`src/rtl/wave_sched_pkg.sv`:
```
// Shared types and word layout for the round-robin waveform scheduler.
// A queue word packs qsel/ctrl/wait/addr from MSB to LSB.
package wave_sched_pkg;

    localparam int GW       = 80;
    localparam int ADDR_LSB = 0;
    localparam int ADDR_W   = 32;
    localparam int WAIT_LSB = 32;
    localparam int WAIT_W   = 32;
    localparam int CTRL_LSB = 64;
    localparam int CTRL_W   = 8;
    localparam int QSEL_LSB = 72;
    localparam int QSEL_W   = 8;

    typedef enum logic [5:0] {
        IDLE  = 6'b000001,
        READ  = 6'b000010,
        REGS  = 6'b000100,
        START = 6'b001000,
        BUSY  = 6'b010000,
        GAP   = 6'b100000
    } state_t;

    typedef struct packed {
        logic [QSEL_W-1:0] qsel;
        logic [CTRL_W-1:0] ctrl;
        logic [WAIT_W-1:0] wcyc;
        logic [ADDR_W-1:0] addr;
    } wave_word_t;

    function automatic wave_word_t unpack_word(input logic [GW-1:0] w);
        wave_word_t r;
        r.addr = w[ADDR_LSB +: ADDR_W];
        r.wcyc = w[WAIT_LSB +: WAIT_W];
        r.ctrl = w[CTRL_LSB +: CTRL_W];
        r.qsel = w[QSEL_LSB +: QSEL_W];
        return r;
    endfunction

endpackage

```
`src/rtl/rr_arbiter.sv`:
```
// Combinational round-robin pick: highest priority is (last + 1) mod N,
// wrapping through the remaining requesters.
module rr_arbiter #(
    parameter int N = 4,
    localparam int IW = $clog2(N)
) (
    input  logic [N-1:0]  req,
    input  logic [IW-1:0] last,
    output logic [IW-1:0] gnt,
    output logic          vld
);

    logic [IW-1:0] idx;

    // Walk from lowest to highest priority so the last hit is the winner.
    always_comb begin
        gnt = '0;
        vld = 1'b0;
        idx = '0;
        for (int k = N; k >= 1; k--) begin
            idx = IW'((int'(last) + k) % N);
            if (req[idx]) begin
                gnt = idx;
                vld = 1'b1;
            end
        end
    end

endmodule

```
`src/rtl/wave_sched_rr.sv`:
```
// Shares one waveform generator among N queues: grant, read one word,
// launch the generator, then hold off for the word's wait count.
module wave_sched_rr #(
    parameter int N  = 4,
    parameter int GW = wave_sched_pkg::GW,
    localparam int IW = $clog2(N)
) (
    input  logic            clk,
    input  logic            rst,
    input  logic            en,
    output logic [N-1:0]    fifo_rd_en,
    input  logic [N-1:0]    fifo_empty,
    input  logic [N*GW-1:0] fifo_dout,
    output logic            start,
    input  logic            busy,
    output logic [31:0]     addr_o,
    output logic [31:0]     wait_o,
    output logic [7:0]      ctrl_o,
    output logic [7:0]      qsel_o,
    output logic [IW-1:0]   gnt_o,
    output logic            idle_o
);
    import wave_sched_pkg::*;

    state_t        state, state_nxt;
    logic [IW-1:0] last_q;
    logic [IW-1:0] arb_gnt;
    logic          arb_vld;
    logic [31:0]   cnt;
    logic [GW-1:0] words [N];
    wave_word_t    cur;

    for (genvar i = 0; i < N; i++) begin : g_unpack
        assign words[i] = fifo_dout[i*GW +: GW];
    end

    assign cur = unpack_word(words[gnt_o]);

    rr_arbiter #(.N(N)) u_arb (
        .req  (~fifo_empty),
        .last (last_q),
        .gnt  (arb_gnt),
        .vld  (arb_vld)
    );

    always_ff @(posedge clk) begin
        if (rst) state <= IDLE;
        else     state <= state_nxt;
    end

    // Strobes are masked by rst so nothing leaks out while reset is held.
    always_comb begin
        state_nxt  = state;
        fifo_rd_en = '0;
        start      = 1'b0;
        unique case (state)
            IDLE:  if (en && arb_vld) state_nxt = READ;
            READ: begin
                fifo_rd_en[gnt_o] = ~rst;
                state_nxt         = REGS;
            end
            REGS:  state_nxt = START;
            START: begin
                start = ~rst;
                if (busy) state_nxt = BUSY;
            end
            BUSY:  if (!busy) state_nxt = (wait_o == '0) ? IDLE : GAP;
            GAP:   if (cnt == 32'd1) state_nxt = IDLE;
            default: state_nxt = IDLE;
        endcase
    end

    always_ff @(posedge clk) begin
        if (rst) begin
            last_q <= IW'(N-1);
            gnt_o  <= '0;
            addr_o <= '0;
            wait_o <= '0;
            ctrl_o <= '0;
            qsel_o <= '0;
            cnt    <= '0;
        end else begin
            case (state)
                IDLE: if (en && arb_vld) begin
                    gnt_o  <= arb_gnt;
                    last_q <= arb_gnt;
                end
                // FIFO data is valid one cycle after the READ strobe.
                REGS: begin
                    addr_o <= cur.addr;
                    wait_o <= cur.wcyc;
                    ctrl_o <= cur.ctrl;
                    qsel_o <= cur.qsel;
                end
                BUSY: if (!busy && wait_o != '0) cnt <= wait_o;
                GAP:  cnt <= cnt - 32'd1;
                default: ;
            endcase
        end
    end

    assign idle_o = (state == IDLE);

endmodule
```
`config.mk`:
```
export PLATFORM = sky130hd
export DESIGN_NAME = wave_sched_rr
export DESIGN_NICKNAME = d
export VERILOG_FILES = /design/src/rtl/wave_sched_pkg.sv /design/src/rtl/rr_arbiter.sv /design/src/rtl/wave_sched_rr.sv
export SDC_FILE = /design/constraint.sdc
export NUM_CORES = 1
export LEC_CHECK = 0
export ABC_AREA = 1
export ABC_CLOCK_PERIOD_IN_PS = 2000
export CAP_MARGIN = 5
export CORE_AREA = 8 8 154 156
export DETAILED_ROUTE_END_ITERATION = 12
export DIE_AREA = 0 0 162 164
export PLACE_DENSITY = 0.76
export SETUP_SLACK_MARGIN = 0.1
export SYNTH_ARGS = -nofsm -noshare
export SYNTH_HDL_FRONTEND = slang
export SYNTH_SLANG_ARGS = --single-unit
```
`constraint.sdc`:
```
create_clock -name clk -period 2 [get_ports clk]
set_clock_uncertainty 0.05 [all_clocks]
set_input_delay 0.3 -clock clk [delete_from_list [all_inputs] [get_ports clk]]
set_output_delay 0.3 -clock clk [all_outputs]
set_load 0.005 [all_outputs]
```
# Word-level counts from Yosys, hierarchy flattened
# Index checks and enable logic that the tools add are counted.
op_classes:
  eq_ne: 12
  mux: 31
  n_addsub: 5
  order_cmp: 7
  reduce_logical: 10
  bitwise_logic: 4
op_table:
  columns: ["op", "count"]
  rows:
  - ["80-bit binary-select mux with 2-bit select", 1]
  - ["80-bit two-way mux", 2]
  - ["32-bit one-hot mux with 2 select lines", 1]
  - ["6-bit one-hot mux with 6 select lines", 1]
  - ["32-bit by 1-bit == test with 1-bit output (second input constant)", 1]
  - ["32-bit zero test", 1]
  - ["32-bit two-way mux", 1]
  - ["32-bit nonzero test", 1]
  - ["32-bit by 1-bit subtractor with 32-bit output (second input constant)", 1]
  - ["6-bit two-way mux", 5]
  - ["2-bit by 3-bit less-than comparator with 1-bit output (second input constant)", 5]
  - ["1-bit two-way mux", 10]
  - ["1-bit binary-select mux with 2-bit select", 4]
  - ["2-bit two-way mux", 4]
  - ["2-bit != test (second input constant)", 4]
  - ["6-bit by 1-bit == test with 1-bit output (second input constant)", 1]
  - ["6-bit by 2-bit == test with 1-bit output (second input constant)", 1]
  - ["6-bit by 3-bit == test with 1-bit output (second input constant)", 1]
  - ["6-bit by 4-bit == test with 1-bit output (second input constant)", 1]
  - ["6-bit by 5-bit == test with 1-bit output (second input constant)", 1]
  - ["6-bit == test (second input constant)", 1]
  - ["2-bit by 1-bit adder with 2-bit output (second input constant)", 2]
  - ["2-bit adder (second input constant)", 2]
  - ["4-bit bitwise AND", 1]
  - ["13 further kinds", 16]
word_totals:
  out_inout_bits: 88
  in_bits: 328
  reg_bits: 122

# Longest topological paths before layout
logic_depth:
  depth_word: 10
  mapped_depth: 12
  mapped_depth_nobuf: 12

# By module
# A second synthesis with hierarchy kept.
unflattened:
  cells_unflattened: 1178
  area_unflattened_um2: 7830.0
modules_own_cells:
  columns: ["module", "cells_per_inst", "seq_area_each_um2", "n_inst", "area_per_inst_um2"]
  rows:
  - ["wave_sched_rr", 1129, 2442.3, 1, 7603.5]
  - ["rr_arbiter", 49, 0.0, 1, 226.5]

# Worst setup path after synthesis
# No wires, ideal clock.
synth_path:
  path_type: "register to register"
  startpoint: "reg cnt[0]"
  endpoint: "reg cnt[24]"
  required_ns: 1.821
  arrival_time_ns: 1.366
  path_stages_with_launch: 12
  synth_period_minus_slack_ns: 1.545
  setup_slack_ns: 0.455
  n_path_buf: 0
  path_cell_list: "dfxtp_1 -> inv_1 -> ha_1 -> nand2_2 -> nor2_2 -> nand2_1 -> nor2_1 -> nand3_1 -> nand3_1 -> nand2_1 -> nor2_1 -> nor2_1"
synth_via:
  elab_chain_len: 2
synth_rtl:
  columns: ["element", "line", "source"]
  rows:
  - ["start: declaration", "wave_sched_rr.sv:29", "logic [31:0] cnt;"]
  - ["start signal: assignment", "wave_sched_rr.sv:95", "BUSY: if (!busy && wait_o != '0) cnt <= wait_o;"]
  - ["start signal: assignment", "wave_sched_rr.sv:96", "GAP: cnt <= cnt - 32'd1;"]
  - ["32-bit by 1-bit subtractor with 32-bit output", "wave_sched_rr.sv:96", null]
  - ["32-bit one-hot mux with 2 select lines", "wave_sched_rr.sv:83", "case (state)"]
# No other way between the ends.
# A chain may end at the register's enable or synchronous reset.

# Final worst setup path
layout_path:
  startpoint: "reg state[2]"
  endpoint: "out fifo_rd_en[1]"
layout_via:
  elab_chain_len: 2
layout_rtl:
  columns: ["element", "line", "source"]
  rows:
  - ["start: declaration", "wave_sched_rr.sv:25", "state_t state, state_nxt;"]
  - ["start signal: assignment", "wave_sched_rr.sv:48", "else state <= state_nxt;"]
  - ["6-bit by 2-bit == test with 1-bit output", "wave_sched_rr.sv:56", "unique case (state)"]
  - ["4-bit two-way mux", "wave_sched_rr.sv:56", null]
  - ["end: declaration", "wave_sched_rr.sv:11", "output logic [N-1:0] fifo_rd_en,"]
# No other way between the ends.

==> flow_metrics.py <==
metrics = {
    "layout": {
        "post-route-cell-area_um2": 13300,
        "fillers": 2025,
        "syn_to_final_growth_pct": 69.0,
        "layout.nets": 1942,
        "final_cells": 1909,
        "drive_gt1_frac": 0.0948,
    },
    "yosys": {
        "synth_flop_cell": "dfxtp_1",
        "synth_top_area_share": 0.310,
        "yosys_register_bits": 122,
        "async_flop_share": 0,
        "yosys-mux-area-fraction": 0,
        "synth_cell_type_count": 43,
        "postSynthAreaPerCell_um2": 6.48,
        "synth-xor-area-share": 0.00333,
        "yosys-top-cells-count": "nand3_1, nor2_1, nand2_1, dfxtp_1, a21oi_1",
        "synth_most_common_cell": "nand3_1",
        "yosys.area_share.simple": 0.369,
        "postSynthCellCount": 1215,
        "syn_nets": 1545,
        "synth_top_area_cell": "dfxtp_1",
        "synth_top_family_by_area": "simple AND/OR/NAND/NOR gates",
        "ys_warn_count": 0,
        "netlist_area_um2": 7880,
        "synth_area_leaders": "dfxtp_1, nand3_1, nor2_1",
        "synthAdderAreaFrac": 0.00318,
        "synth_edf_count": 0,
        "seq_area_frac_synth": 0.310,
        "synth_compound_area_frac": 0.227,
    },
    "floorplanning": {
        "rows": 54,
        "die_y_um": 164,
        "die_x_um": 162,
        "coreArea_um2": 21400,
        "pin_count": 416,
        "initial_core_util": 0.369,
        "die_area_um2": 26600,
    },
    "sta": {
        "drv_slew": 0,
        "fmax_mhz": 530,
        "worst_slew_margin_rel": 0.370,
        "timing.final.crit_share": 0.943,
        "fin_setup_tns_ps": 0,
        "holdWs_ps": 159,
        "hold_violations": 0,
        "setup_viol": 0,
        "final.min_clock_period_ps": 1890,
        "rsz0062_at_grt": "true",
        "max_slew.worst_pin.slew_ps": 945,
    },
    "clocking": {
        "cts_max_path_buffers": 2,
        "cts_sinks": 122,
        "cts_root_buffer": "clkbuf_16",
        "clock_latency_ps": 420,
        "cts_tree": "done",
        "htree_levels": 4,
        "numCtsBuffers": 17,
        "ctsHoldBuffers": 0,
        "clk_pin_slew_ps": 60,
    },
    "global_routing": {
        "antenna_found_initial": 5,
        "grt_start_max_net_pins": 92,
        "gr-total-overflow": 0,
        "grt_pass1_wl_um": 57100,
        "grt_use_total": 0.277,
        "grt_pass1_vias": 9972,
    },
    "critical_path": {
        "critPathArrivalTime_ps": 1540,
        "r2r_slack_ps": 200,
        "rr_startpoint": "wait_o[31]",
        "cp.required_ps": 1650,
        "cp_slowest_cell": "dfxtp_4",
        "cp-end-kind": "output pin",
        "cpLargestDelayFamily": "simple AND/OR/NAND/NOR gates",
        "rr_worst_depth": 11,
        "timing.critical_path.buf_inv": 3,
        "worstSetupPathType": "reg2out",
        "critical_path.max_stage_delay_ps": 350,
        "timing.rr.end": "cnt[8]",
        "start_kind": "flip-flop",
        "cp_max_fo": 4,
        "path_cells": "nor2_4 -> nand4_1 -> inv_2 -> nand2_4 -> buf_6 -> nor3_2 -> buf_2",
    },
    "route": {
        "totalWireLength_um": 39100,
        "final_antenna_net_count": 0,
        "viasPerCell": 5.47,
        "drt-initial-drc-count": 918,
        "routedWlPerCell_um": 20.5,
        "vias": 10448,
        "drt_first_pass_iters": 5,
        "drcViolationCount": 0,
    },
    "pwr": {
        "power.total_uw": 8920,
        "ir_drop_uv": 463,
        "p_leak_uw": 0.00518,
        "p_per_area_nw_per_um2": 670,
    },
    "placement": {
        "place.gp.congestion": 0.967,
        "placed_area_um2": 12500,
        "placed_cells": 1864,
        "post-dp-hpwl_um": 30900,
        "numPortBuffers": 415,
    },
    "hold_path": {
        "hold_start": "rst",
        "worstHoldPathCells": 4,
        "min_path_type": "in2reg",
        "worstHoldEndpoint": "state[4]",
    },
    "flow_run": {
        "maxCapViolations": 0,
    },
    "status": {
        "outcome": "complete, no violations",
    },
}
==> registers in the layout, indices dropped and copies added, names as in the netlist <==
name and cells:
gnt_o 2, last_q 2, qsel_o 8, state 6, ctrl_o 8, wait_o 32, addr_o 32, cnt 32
==> worst max path at each step <==
stage,depth (start not counted),endpoint,start
detailed placement,9,gnt_o[0],fifo_empty[2]
finish,7,fifo_rd_en[1],state[2]
global route,7,fifo_rd_en[1],state[2]
floorplan,11,cnt[24],cnt[0]
global placement,9,gnt_o[0],fifo_empty[2]
CTS,7,fifo_rd_en[1],state[4]
==> tightest hold or removal path, cell delays in order <==
cell	delay [ps]
buf_4	110
nor2_2	40
nand3_1	70
o31ai_1	60
==> stage by stage <==
step,setup WS (ps),utilization
finish,113,0.624
global route,4.30,0.624
CTS,35.5,0.618
detailed placement,67.5,0.586
global placement,138,0.586
floorplan,455,-
==> cells in the final DEF (no fill, tap or decap), types with 5 or more instances in the layout <==
cell type / netlist / routed
a211oi_1: 26 / 26
a21oi_1: 92 / 92
a22oi_1: 80 / 80
a31oi_1: 54 / 54
buf_12: 0 / 13
buf_4: 2 / 43
clkbuf_16: 0 / 17
clkbuf_8: 0 / 5
clkdlybuf4s50_1: 0 / 408
dfxtp_1: 122 / 117
inv_1: 63 / 59
inv_2: 8 / 12
nand2_1: 143 / 142
nand2_2: 6 / 6
nand3_1: 249 / 247
nand4_1: 20 / 20
nor2_1: 182 / 176
nor2_2: 7 / 7
nor2_4: 4 / 11
nor3_1: 10 / 8
o21ai_0: 18 / 18
==> final cells by class <==
type                       count  area (um^2)  area share
clock buffer                  22          494      0.0371
antenna                        4         10.0    0.000752
timing repair buffer         472         4730       0.355
inverter                      74          280      0.0210
multi-input combinational    925         4840       0.363
clock inverter                10          163      0.0122
sequential                   122         2460       0.184
tap                          280          350      0.0263
==> power by group <==
group / internal [uW] / switching [uW]
Sequential: 2480 / 70.3
Combinational: 1350 / 1570
Clock: 2250 / 1190
==> logic make-up after synthesis <==
kind of cell / Yosys count
simple gates: 635
compound gates: 284
buf+inv: 169
flops: 122
xor+xnor: 3
fa+ha+maj: 2
==> per-layer routing <==
metal | GRT usage | vias to the layer above | share of wire
li1 | - | 5069 | -
met1 | 0.341 | 4860 | 0.40
met2 | 0.468 | 468 | 0.49
met3 | 0.0769 | 49 | 0.087
met4 | 0.0770 | 2 | 0.018
met5 | 0 | - | 0.00010
==> timing repair <==
| action | in CTS | in global routing |
|---|---|---|
| resized for setup | 22 | 28 |
| setup buffers | 1 | 7 |
| pin swaps | 5 | 7 |
| setup endpoints to repair | 6 | 51 |
| gates cloned | 0 | 1 |
(Power assumes the default switching activity.)
==> patch 1, RTL diff (config.mk and constraints unchanged) <==
The 6 states of `state_t` get a binary encoding in 3 bits.
--- a/src/rtl/wave_sched_pkg.sv
+++ b/src/rtl/wave_sched_pkg.sv
@@ -12,13 +12,13 @@
     localparam int QSEL_LSB = 72;
     localparam int QSEL_W   = 8;
 
-    typedef enum logic [5:0] {
-        IDLE  = 6'b000001,
-        READ  = 6'b000010,
-        REGS  = 6'b000100,
-        START = 6'b001000,
-        BUSY  = 6'b010000,
-        GAP   = 6'b100000
+    typedef enum logic [2:0] {
+        IDLE  = 3'd0,
+        READ  = 3'd1,
+        REGS  = 3'd2,
+        START = 3'd3,
+        BUSY  = 3'd4,
+        GAP   = 3'd5
     } state_t;
 
     typedef struct packed {
Function: same outputs for any inputs over 4 cycles, from zero or initial values and one cycle with rst high; so few cycles prove little.
==> patch 1 against the original RTL <==
- worst setup slack improved by 0.032 ns
- synthesized area decreased by 7.1%
- cell area shrank 4.5%
- sequential cell count fell by 3
- via count shrank 6.7%
- routed wire length fell by 0.55%
- final cell count decreased by 6.4%
- largest cell class is now non-clock buffers
Power is not compared: it rests on default switching activity, and its combinational part moved more than twofold at a synthesized area within 25%.
==> patch 1: results (changes against the original RTL) <==
| Metric | Value |
|---|---|
| Seq Cell Count | 119 (-2.5%) |
| Cell variety after synth | 40 (-7.0%) |
| Initial drt markers | 837 (-8.8%) |
| Multi-input combinational area share | 0.339 (-0.0245) |
| Slowest-stage cell, CP | clkdlybuf4s50_1 |
| Pre-CTS setup slack | -0.134 ns (-0.201 ns) |
| Post-synthesis adder-cell area fraction | 0.00342 (+0.000244) |
| First-pass GRT wire length | 57200 um (+0.13%) |
| Final Wtd Congestion | 0.966 (about the same) |
| Synth Area in XOR/XNOR | 0.00359 (+0.000257) |
| Via density | 5.46 (-0.32%) |
| Post-DP Area | 0.0120 mm2 (-4.2%) |
| Crit path max fanout | 5 (+1) |
| Mapped Nets | 1402 (-9.3%) |
| Non-clk bufs | 474 (+0.42%) |
| GR Util met1 | 0.327 (-0.0134) |
| Final wirelength | 38900 um (-0.55%) |
| Reg area | 0.00238 mm2 (-2.9%) |
| Metal3 WL | 3730 um (+9.3%) |
| Logic inverters | 86 (+16%) |
| Post-CTS sizing | 20 (-9.1%) |
| Multi-In Gates | 789 (-15%) |
| Worst-Margin Slew | 0.432 ns (-0.513 ns) |
| Placed insts | 1743 (-6.5%) |
| Post-route cell area | 0.0127 mm2 (-4.5%) |
| Largest net degree at the start of global routing | 64 (-30%) |
| Wire length per cell | 21.8 um (+6.2%) |
| Hpwl dp | 30400 um (-1.3%) |
| CP peak stage delay | 0.52 ns (+0.17 ns) |
| Initial antenna violation count | 15 (+10) |
| Met2 wire len | 19200 um (-0.39%) |
| Met3 usage | 0.0975 (+0.0206) |
| Post-CTS Setup Inserts | 4 (+3) |
| Post-synthesis compound-gate area fraction | 0.322 (+0.0949) |
| Syn_area_per_cell | 6.82 um2 (+5.2%) |
| ClkCell Share | 0.0469 (-0.00240) |
| Ranking of synthesized cells by area | dfxtp_1 (33%), a22oi_1 (15%), nand2_1 (9.9%) |
| Vias in the first global route | 9650 (-3.2%) |
| GR Util met2 | 0.470 (+0.00247) |
| Global Route Usage Sum | 0.280 (+0.00308) |
| Share of cells above drive strength 1 | 0.0868 (-0.00799) |
| CP delay by family, top | buffers and inverters |
| Status | completed |
==> patch 1: cell types whose count changed in the layout (fill, tap and decap cells not counted), moves of 6 or more <==
cell      delta
o21ai_0     +78
nor2_1      -72
inv_1       +19
a41oi_1     +11
nand2_1     +48
a211oi_1    -26
nor2_4       -6
a22oi_1     +69
o21ai_1      +7
a21oi_1     -68
a31oi_1     +15
nand3_1    -182
==> patch 1: path summary, 6_finish.rpt <==
kind,from,to,slack [ns],cells after the start
max,gnt_o[1]$_SDFFE_PP0P_,gnt_o[1],0.15,2
min,rst,cnt[6]$_SDFFE_PP0P_,0.43,3
max reg2reg,state[0]$_SDFFE_PP0P_,cnt[23]$_SDFFE_PP0P_,0.22,10
min reg2reg,cnt[2]$_SDFFE_PP0P_,cnt[2]$_SDFFE_PP0P_,0.47,2
==> patch 1: power by group through the flow <==
stage	clock network [uW]	logic [uW]	registers [uW]
detailed placement	0	9390	3650
global route	3320	10700	3730
floorplan	0	5190	3610
CTS	3220	9510	3630
global placement	0	9310	3630
finish	3170	9760	3650
==> patch 2, RTL diff (same flow settings) <==
Without the edit above. Reset style: asynchronous (`rst`), changed in 2 clocked blocks.
--- a/src/rtl/wave_sched_rr.sv
+++ b/src/rtl/wave_sched_rr.sv
@@ -43,7 +43,7 @@
         .vld  (arb_vld)
     );
 
-    always_ff @(posedge clk) begin
+    always_ff @(posedge clk or posedge rst) begin
         if (rst) state <= IDLE;
         else     state <= state_nxt;
     end
@@ -70,7 +70,7 @@
         endcase
     end
 
-    always_ff @(posedge clk) begin
+    always_ff @(posedge clk or posedge rst) begin
         if (rst) begin
             last_q <= IW'(N-1);
             gnt_o  <= '0;
Behaviour: differs if rst is asserted again (counterexample within 4 cycles, from zero or initial values and one cycle with rst high); with rst held inactive, the same outputs for 4 cycles.
==> patch 2 against the original RTL <==
- cell area up 3.1%
- critical path depth down 1
- routed wire length down 1.4%
- register-to-register slack worse by 0.06 ns
- worst setup slack worse by 0.036 ns
- non-clock buffer count up 2
- die area unchanged
- sequential cell count unchanged
- synthesized area up 4.5%
- highest routed layer unchanged
Power is not compared: it rests on default switching activity, and its combinational part moved more than twofold at a synthesized area within 25%.
==> patch 2: results (changes against the original RTL) <==
| Metric | Value |
|---|---|
| Synth Flop Type | dfrtp_1 |
| Met2 wire len | 19400 um (+0.75%) |
| Final Non-Filler Cells | 2061 (+8.0%) |
| DR vias | 10349 (-0.95%) |
| DRT Pass-1 Iters | 7 (+2) |
| Synth async-reset ratio | 1.00 (+1.00) |
| CP peak stage delay | 0.41 ns (+0.06 ns) |
| Worst Setup SP | state[2]$_DFFE_PP0P_ |
| GR Util met2 | 0.477 (+0.00875) |
| Mapped Nets | 1660 (+7.4%) |
| Global Route Usage Sum | 0.282 (+0.00436) |
| CP delay by family, top | simple AND/OR/NAND/NOR gates |
| Crit path max fanout | 4 (unchanged) |
| Cell variety after synth | 34 (-21%) |
| Initial antenna violation count | 11 (+6) |
| Synth cell count leaders | nand2_1 (705), dfrtp_1 (119), nor2_1 (94) |
| Final Wtd Congestion | 0.947 (-2.0%) |
| Max_slew headroom | 0.476 (+0.106) |
| GR Util met1 | 0.323 (-0.0172) |
| Post-DP Area | 0.0128 mm2 (+2.3%) |
| Slowest-stage cell, CP | dfrtp_1 |
| Placed insts | 2000 (+7.3%) |
| Register area share after synthesis | 0.371 (+0.0612) |
| Pre-CTS setup slack | -0.0727 ns (-0.140 ns) |
| Status | completed |
| Met3 usage | 0.106 (+0.0286) |
| Clk root buf | clkbuf_16 |
| Setup slack, reg-to-reg | 0.14 ns (-0.06 ns) |
| Crit path capture | fifo_rd_en[2] |
| H-tree depth | 4 (unchanged) |
| Initial drt markers | 725 (-21%) |
| Reg2reg path depth | 10 (-1) |
| Ranking of synthesized cells by area | dfrtp_1 (36%), nand2_1 (32%), nand4_1 (7.1%) |
| Post-synthesis adder-cell area fraction | 0.00304 (-0.000137) |
| Largest net degree at the start of global routing | 78 (-15%) |
| Met1 WL | 14300 um (-9.5%) |
| CP arrival | 1.57 ns (+0.03 ns) |
| Synth Area in XOR/XNOR | 0.00213 (-0.00121) |
| FF-to-FF End | cnt[20]$_DFFE_PP0P_ |
| Hpwl dp | 30200 um (-2.2%) |
| Min-Delay Path Class | in -> async |
| Cell count after synthesis | 1330 (+9.5%) |
| Post-synthesis compound-gate area fraction | 0.0360 (-0.191) |
| Share of cells above drive strength 1 | 0.0885 (-0.00632) |
| Metal3 WL | 3780 um (+11%) |
## patch 2: cell types whose count changed after synthesis, sizes merged, moves of 88 or more
| cell | before | now |
|---|---|---|
| nand2 | 151 | 708 |
| nor2 | 194 | 105 |
| dfrtp | 0 | 119 |
| nand3 | 251 | 65 |
| dfxtp | 122 | 0 |
| a21oi | 94 | 6 |
## patch 2: what timing repair did
action / 4_1_cts / 5_1_grt
pin swaps: 6 / 12
resized for setup: 32 / 40
gates cloned: 0 / 1
buffers inserted: 13 / 12
setup endpoints to repair: 8 / 41
## patch 2: cell type report
type / instances / area share
flip-flops and latches: 122 / 0.223
multi-input cells: 1048 / 0.335
clock inverters: 15 / 0.0129
clock buffers: 17 / 0.0310
inverters: 99 / 0.0291
diodes: 6 / 0.00109
well taps: 280 / 0.0255
repair buffers: 474 / 0.342
## patch 2: per-stage QoR
step                      utilization  hold WS [ns]
after CTS                       0.633         0.298
final                           0.643         0.300
after detailed placement        0.600         0.414
after floorplan                     -         0.385
after global routing            0.643         0.335
after global placement          0.600         0.413
